[config.mk]
export PLATFORM = sky130hd
export DESIGN_NAME = dot_product_sched_flat
export DESIGN_NICKNAME = d
export VERILOG_FILES = /design/src/rtl/dot_product_sched_if.sv /design/src/rtl/dot_product_sched.sv /design/src/flat_wrapper.sv
export SDC_FILE = /design/constraint.sdc
export NUM_CORES = 1
export LEC_CHECK = 0
export CAP_MARGIN = 40
export CORE_UTILIZATION = 40
export CTS_CLUSTER_SIZE = 30
export DETAILED_ROUTE_END_ITERATION = 10
export PLACE_DENSITY_LB_ADDON = 0.12
export SLEW_MARGIN = 10
export SYNTH_ARGS = -nofsm -noshare
export SYNTH_HDL_FRONTEND = slang
export SYNTH_SLANG_ARGS = --single-unit
[constraint.sdc]
create_clock -name clk -period 2.9 [get_ports clk]
set_input_delay 0.58 -clock clk [delete_from_list [all_inputs] [get_ports clk]]
set_output_delay 0.58 -clock clk [all_outputs]
set_load 0.02 [all_outputs]
[src/rtl/dot_product_sched_if.sv]
// rtl/dot_product_sched_if.sv - requester, engine and result bundle for dot_product_sched
interface dot_product_sched_if #(
  parameter int WIDTH = 8,
  parameter int N     = 4,
  parameter int M     = 4
);
  localparam int RW = 2*WIDTH + $clog2(N);
  localparam int IW = $clog2(M);

  logic [M-1:0]       req_valid;
  logic [M-1:0]       req_ready;
  logic [M*WIDTH-1:0] req_a;
  logic [M*WIDTH-1:0] req_b;
  logic               eng_valid;
  logic [WIDTH-1:0]   eng_a;
  logic [WIDTH-1:0]   eng_b;
  logic [RW-1:0]      eng_result;
  logic               eng_out_valid;
  logic               res_valid;
  logic [RW-1:0]      res_data;
  logic [IW-1:0]      res_id;
  logic               busy;
  logic               err;

  modport master (
    output req_valid, req_a, req_b, eng_result, eng_out_valid,
    input  req_ready, eng_valid, eng_a, eng_b, res_valid, res_data, res_id, busy, err
  );

  modport slave (
    input  req_valid, req_a, req_b, eng_result, eng_out_valid,
    output req_ready, eng_valid, eng_a, eng_b, res_valid, res_data, res_id, busy, err
  );
endinterface

[src/rtl/dot_product_sched.sv]
// rtl/dot_product_sched.sv - round-robin scheduler sharing one streaming dot-product engine
module dot_product_sched #(
  parameter int WIDTH = 8,
  parameter int N     = 4,
  parameter int M     = 4,
  parameter int TAGD  = 4
) (
  input logic               clk,
  input logic               rst,
  dot_product_sched_if.slave bus
);
  localparam int RW = 2*WIDTH + $clog2(N);
  localparam int IW = $clog2(M);
  localparam int CW = $clog2(N);
  localparam int PW = $clog2(TAGD);

  typedef enum logic [1:0] {IDLE, STREAM, GAP} state_t;

  state_t        state;
  logic [IW-1:0] rr_ptr;
  logic [IW-1:0] grant;
  logic [CW-1:0] elem_cnt;
  logic [RW-1:0] snapshot;
  logic [IW-1:0] tag_mem [TAGD];
  logic [PW:0]   wr_ptr;
  logic [PW:0]   rd_ptr;

  logic          any_req;
  logic [IW-1:0] pick;
  logic          accept;
  logic          push;
  logic          pop;
  logic          fifo_empty;
  logic          fifo_full;

  // Scan from rr_ptr upward with wrap; first hit wins.
  always_comb begin
    int idx;
    any_req = 1'b0;
    pick    = '0;
    idx     = 0;
    for (int i = 0; i < M; i++) begin
      idx = int'(rr_ptr) + i;
      if (idx >= M) idx = idx - M;
      if (!any_req && bus.req_valid[idx]) begin
        any_req = 1'b1;
        pick    = IW'(idx);
      end
    end
  end

  assign fifo_empty = (wr_ptr == rd_ptr);
  assign fifo_full  = ((wr_ptr - rd_ptr) == (PW+1)'(TAGD));
  assign accept     = (state == STREAM) && bus.req_valid[grant];
  assign push       = accept && (elem_cnt == CW'(N-1));
  assign pop        = bus.eng_out_valid && !fifo_empty;

  assign bus.req_ready = (state == STREAM) ? (M'(1) << grant) : '0;
  assign bus.eng_valid = accept;
  assign bus.eng_a     = accept ? bus.req_a[int'(grant)*WIDTH +: WIDTH] : '0;
  assign bus.eng_b     = accept ? bus.req_b[int'(grant)*WIDTH +: WIDTH] : '0;
  assign bus.busy      = (state != IDLE) || !fifo_empty;

  always_ff @(posedge clk) begin
    if (rst) begin
      state         <= IDLE;
      rr_ptr        <= '0;
      grant         <= '0;
      elem_cnt      <= '0;
      snapshot      <= '0;
      wr_ptr        <= '0;
      rd_ptr        <= '0;
      bus.res_valid <= 1'b0;
      bus.res_data  <= '0;
      bus.res_id    <= '0;
      bus.err       <= 1'b0;
    end else begin
      case (state)
        IDLE: begin
          if (any_req && !fifo_full) begin
            grant    <= pick;
            rr_ptr   <= (pick == IW'(M-1)) ? '0 : pick + IW'(1);
            elem_cnt <= '0;
            state    <= STREAM;
          end
        end
        STREAM: begin
          if (accept) begin
            if (push) begin
              elem_cnt <= '0;
              state    <= GAP;
            end else begin
              elem_cnt <= elem_cnt + CW'(1);
            end
          end
        end
        default: state <= IDLE;
      endcase

      if (push) begin
        tag_mem[wr_ptr[PW-1:0]] <= grant;
        wr_ptr                  <= wr_ptr + (PW+1)'(1);
      end

      // The engine accumulator is never cleared, so each result is the delta since the last one.
      bus.res_valid <= pop;
      if (bus.eng_out_valid) begin
        snapshot <= bus.eng_result;
        if (!fifo_empty) begin
          bus.res_data <= bus.eng_result - snapshot;
          bus.res_id   <= tag_mem[rd_ptr[PW-1:0]];
          rd_ptr       <= rd_ptr + (PW+1)'(1);
        end else begin
          bus.err <= 1'b1;
        end
      end
    end
  end
endmodule

[src/flat_wrapper.sv]
// flat-port wrapper written by rule: the top's interface ports become plain ports
module dot_product_sched_flat 
#(
  parameter int WIDTH = 8,
  parameter int N     = 4,
  parameter int M     = 4,
  parameter int TAGD  = 4
)
  (clk, rst, bus_req_valid, bus_req_a, bus_req_b, bus_eng_result, bus_eng_out_valid, bus_req_ready, bus_eng_valid, bus_eng_a, bus_eng_b, bus_res_valid, bus_res_data, bus_res_id, bus_busy, bus_err);
  dot_product_sched_if #(.WIDTH(WIDTH), .N(N), .M(M)) bus_i ();
  input logic clk;
  input logic rst;
  input wire logic [$bits(bus_i.req_valid)-1:0] bus_req_valid;
  input wire logic [$bits(bus_i.req_a)-1:0] bus_req_a;
  input wire logic [$bits(bus_i.req_b)-1:0] bus_req_b;
  input wire logic [$bits(bus_i.eng_result)-1:0] bus_eng_result;
  input wire logic [$bits(bus_i.eng_out_valid)-1:0] bus_eng_out_valid;
  output wire logic [$bits(bus_i.req_ready)-1:0] bus_req_ready;
  output wire logic [$bits(bus_i.eng_valid)-1:0] bus_eng_valid;
  output wire logic [$bits(bus_i.eng_a)-1:0] bus_eng_a;
  output wire logic [$bits(bus_i.eng_b)-1:0] bus_eng_b;
  output wire logic [$bits(bus_i.res_valid)-1:0] bus_res_valid;
  output wire logic [$bits(bus_i.res_data)-1:0] bus_res_data;
  output wire logic [$bits(bus_i.res_id)-1:0] bus_res_id;
  output wire logic [$bits(bus_i.busy)-1:0] bus_busy;
  output wire logic [$bits(bus_i.err)-1:0] bus_err;
  assign bus_i.req_valid = bus_req_valid;
  assign bus_i.req_a = bus_req_a;
  assign bus_i.req_b = bus_req_b;
  assign bus_i.eng_result = bus_eng_result;
  assign bus_i.eng_out_valid = bus_eng_out_valid;
  assign bus_req_ready = bus_i.req_ready;
  assign bus_eng_valid = bus_i.eng_valid;
  assign bus_eng_a = bus_i.eng_a;
  assign bus_eng_b = bus_i.eng_b;
  assign bus_res_valid = bus_i.res_valid;
  assign bus_res_data = bus_i.res_data;
  assign bus_res_id = bus_i.res_id;
  assign bus_busy = bus_i.busy;
  assign bus_err = bus_i.err;
  dot_product_sched #(.WIDTH(WIDTH), .N(N), .M(M), .TAGD(TAGD)) u_core (.clk(clk), .rst(rst), .bus(bus_i));
endmodule
==> impl_metrics.yaml <==
floorplanning:
  fp.dieH_um: 102
  start_util: 0.421
  ios: 133
  die_w_um: 102
  die_area_sq_um: 10300
  row_count: 35
  design.core.area_sq_um: 9420
layout:
  n_antenna_cell: 0
  final_common_cell: "clkdlybuf4s50_1"
  nets: 690
  drive_gt1_frac: 0.128
  final_cell_mix: "clkdlybuf4s50_1, dfxtp_1, nor2_1"
  area_growth_pct: 45.3
  stdcell_count: 708
worst_setup_path:
  crit_arrival_ps: 2230
  reg2reg_depth: 8
  r2r_slack_ps: 660
  crit_path_max_fanout: 7
  r2r_end: "u_core.bus.res_data[16]"
  path_class: "input pin to primary output"
  cp-start-kind: "input pin"
  cp.required_ps: 2320
  setup.worst_path.end_class: "primary output"
  r2r_start: "u_core.snapshot[0]"
place:
  dpl.hpwl_um: 8130
  post-place-ws_ps: -114
  port_buffers: 132
  place_inst: 689
  gp_congestion: 0.803
clock_tree:
  numCtsBuffers: 9
  hold_buffers: 0
  htreeDepth: 3
  cts.sinks: 62
  cts_tree: "done"
  clk_path_buf_depth: 2
  clkLatencyLatePin_ps: 330
  clk_pin_slew_ps: 80
  cts-root-buf: "clkbuf_8"
grt:
  antenna_found_initial: 0
  gr-total-overflow: 0
  grt_first_pass_wirelength_um: 17600
  grt_util_all_layers: 0.218
  grt_pass1_vias: 3826
  grt_max_degree: 38
yosys:
  syn-cell-area_sq_um: 3960
  syn_inst: 427
  synth-seq-area-share: 0.333
  synth_flop_cell: "dfxtp_1"
  postSynthAreaPerCell_sq_um: 9.28
  synth_edf_count: 8
  syn-num-nets: 543
  ys_types: 56
  yosys_warnings: 0
  ys_ff_latch: 62
  synth_top_area_frac: 0.273
  yosys-top-cells-area: "dfxtp_1, mux4_2, ha_1"
  async_flop_share: 0
  synth_top_cell_by_area: "dfxtp_1"
route:
  vias: 3673
  drt_wl_total_um: 10500
  drc: 0
  drt-pass1-iter-count: 4
  wire_per_inst_um: 14.8
  ant_nets: 0
  first_iter_violations: 140
  via_per_inst: 5.19
worst_hold_path:
  min_to: "u_core.bus.res_data[3]"
  worstHoldPathType: "flip-flop to flip-flop"
  hp-start: "u_core.bus.res_data[3]"
  min_path_cells: 2
run:
  drv_cap: 0
pwr:
  powerDensity_nw_per_um2: 421
  power_mw: 2.42
  leakagePower_nw: 2.41
  vdd.ir_drop.worst_mv: 0.234
sta:
  grt_setup_unrepaired: "no"
  finalHoldViolCount: 0
  maxSlewHeadroom: 0.507
  min_period_ps: 2810
  tns_ps: 0
  slew_viol_final: 0
  fin_ws_ps: 87.5
  finClkSkew_ps: 12.4
  tightest_slew_ps: 731
  setup_viol: 0
  final.period_utilization: 0.970
  timing.fmax_ghz: 0.356
status:
  status: "finished, final reports clean"
## repair_timing
item / CTS / global route
gates cloned: 1 / 0
gates resized for setup: 14 / 5
buffers inserted: 1 / 1
endpoints found under the setup margin: 17 / 4
## per-layer routing
layer | up-vias | GRT usage | part of all wire
met5 | - | 0 | 0
met3 | 15 | 0.0462 | 0.054
met2 | 113 | 0.384 | 0.49
met1 | 1710 | 0.265 | 0.44
li1 | 1835 | - | -
met4 | 0 | 0.0725 | 0.021
## registers in the layout (all words and copies together) (netlist names)
name,count
u_core.bus.res_data,18
u_core.snapshot,18
u_core.tag_mem,8
u_core.rd_ptr,3
u_core.wr_ptr,3
u_core.bus.res_id,2
u_core.elem_cnt,2
u_core.grant,2
u_core.rr_ptr,2
u_core.state,2
u_core.bus.err,1
u_core.bus.res_valid,1
## cells in the mapped netlist (all sizes together), types with 3 or more instances
cell    instances
and3           20
nand3          13
inv            25
a21o            6
clkbuf          9
or3             5
nor2           44
xnor2           6
o21a            4
or4             3
a31oi           5
and2            7
ha             26
mux4           19
o21ai          10
nand2          40
xor2            8
edfxtp          8
nor2b           5
buf            13
mux2i          24
dfxtp          54
o211ai          8
a21oi          33
## worst max-delay path by stage
stage	startpoint	to	cells past startpoint
6_report	bus_req_valid[3]	bus_eng_a[0]	5
5_1_grt	bus_req_valid[3]	bus_eng_b[2]	5
4_1_cts	bus_req_valid[3]	bus_eng_b[7]	4
3_5_place_dp	bus_eng_result[0]	u_core.bus.res_data[16]	10
3_3_place_gp	bus_eng_result[0]	u_core.bus.res_data[16]	10
2_1_floorplan	bus_eng_result[0]	u_core.bus.res_data[16]	9
## critical path: stages
cell             delay (ps)
clkdlybuf4s50_1         440
mux4_2                  560
buf_4                   180
and3_1                  160
dlygate4sd2_1           310
## logic make-up after synthesis
| kind of cell | synth area share |
|---|---|
| buf+inv | 0.0486 |
| xor+xnor | 0.0309 |
| simple gates | 0.191 |
| flops | 0.333 |
| compound gates | 0.141 |
| fa+ha+maj | 0.0871 |
| mux | 0.169 |
## stage by stage
step                       util  cell area, sq um  hold WS [ps]
after floorplan               -              3960           440
after global placement    0.587              5530           443
after detailed placement  0.587              5530           445
after CTS                 0.610              5740           455
after global routing      0.612              5760           486
final                     0.612              5760           450
## layout make-up
cell class,count,area [sq um]
clock buffers,9,124
clock inverters,7,73.8
fillers,838,3660
inverters,25,93.8
multi-input cells,319,2470
flip-flops and latches,62,1320
well taps,129,161
repair buffers,157,1510
## report_power, final
group          leakage, nW  switching, mW  internal (mW)
Combinational         1.80          0.331          0.389
Sequential           0.515         0.0268          0.901
Clock               0.0996          0.375          0.400
No activity file was read; power rests on OpenSTA's default activity.
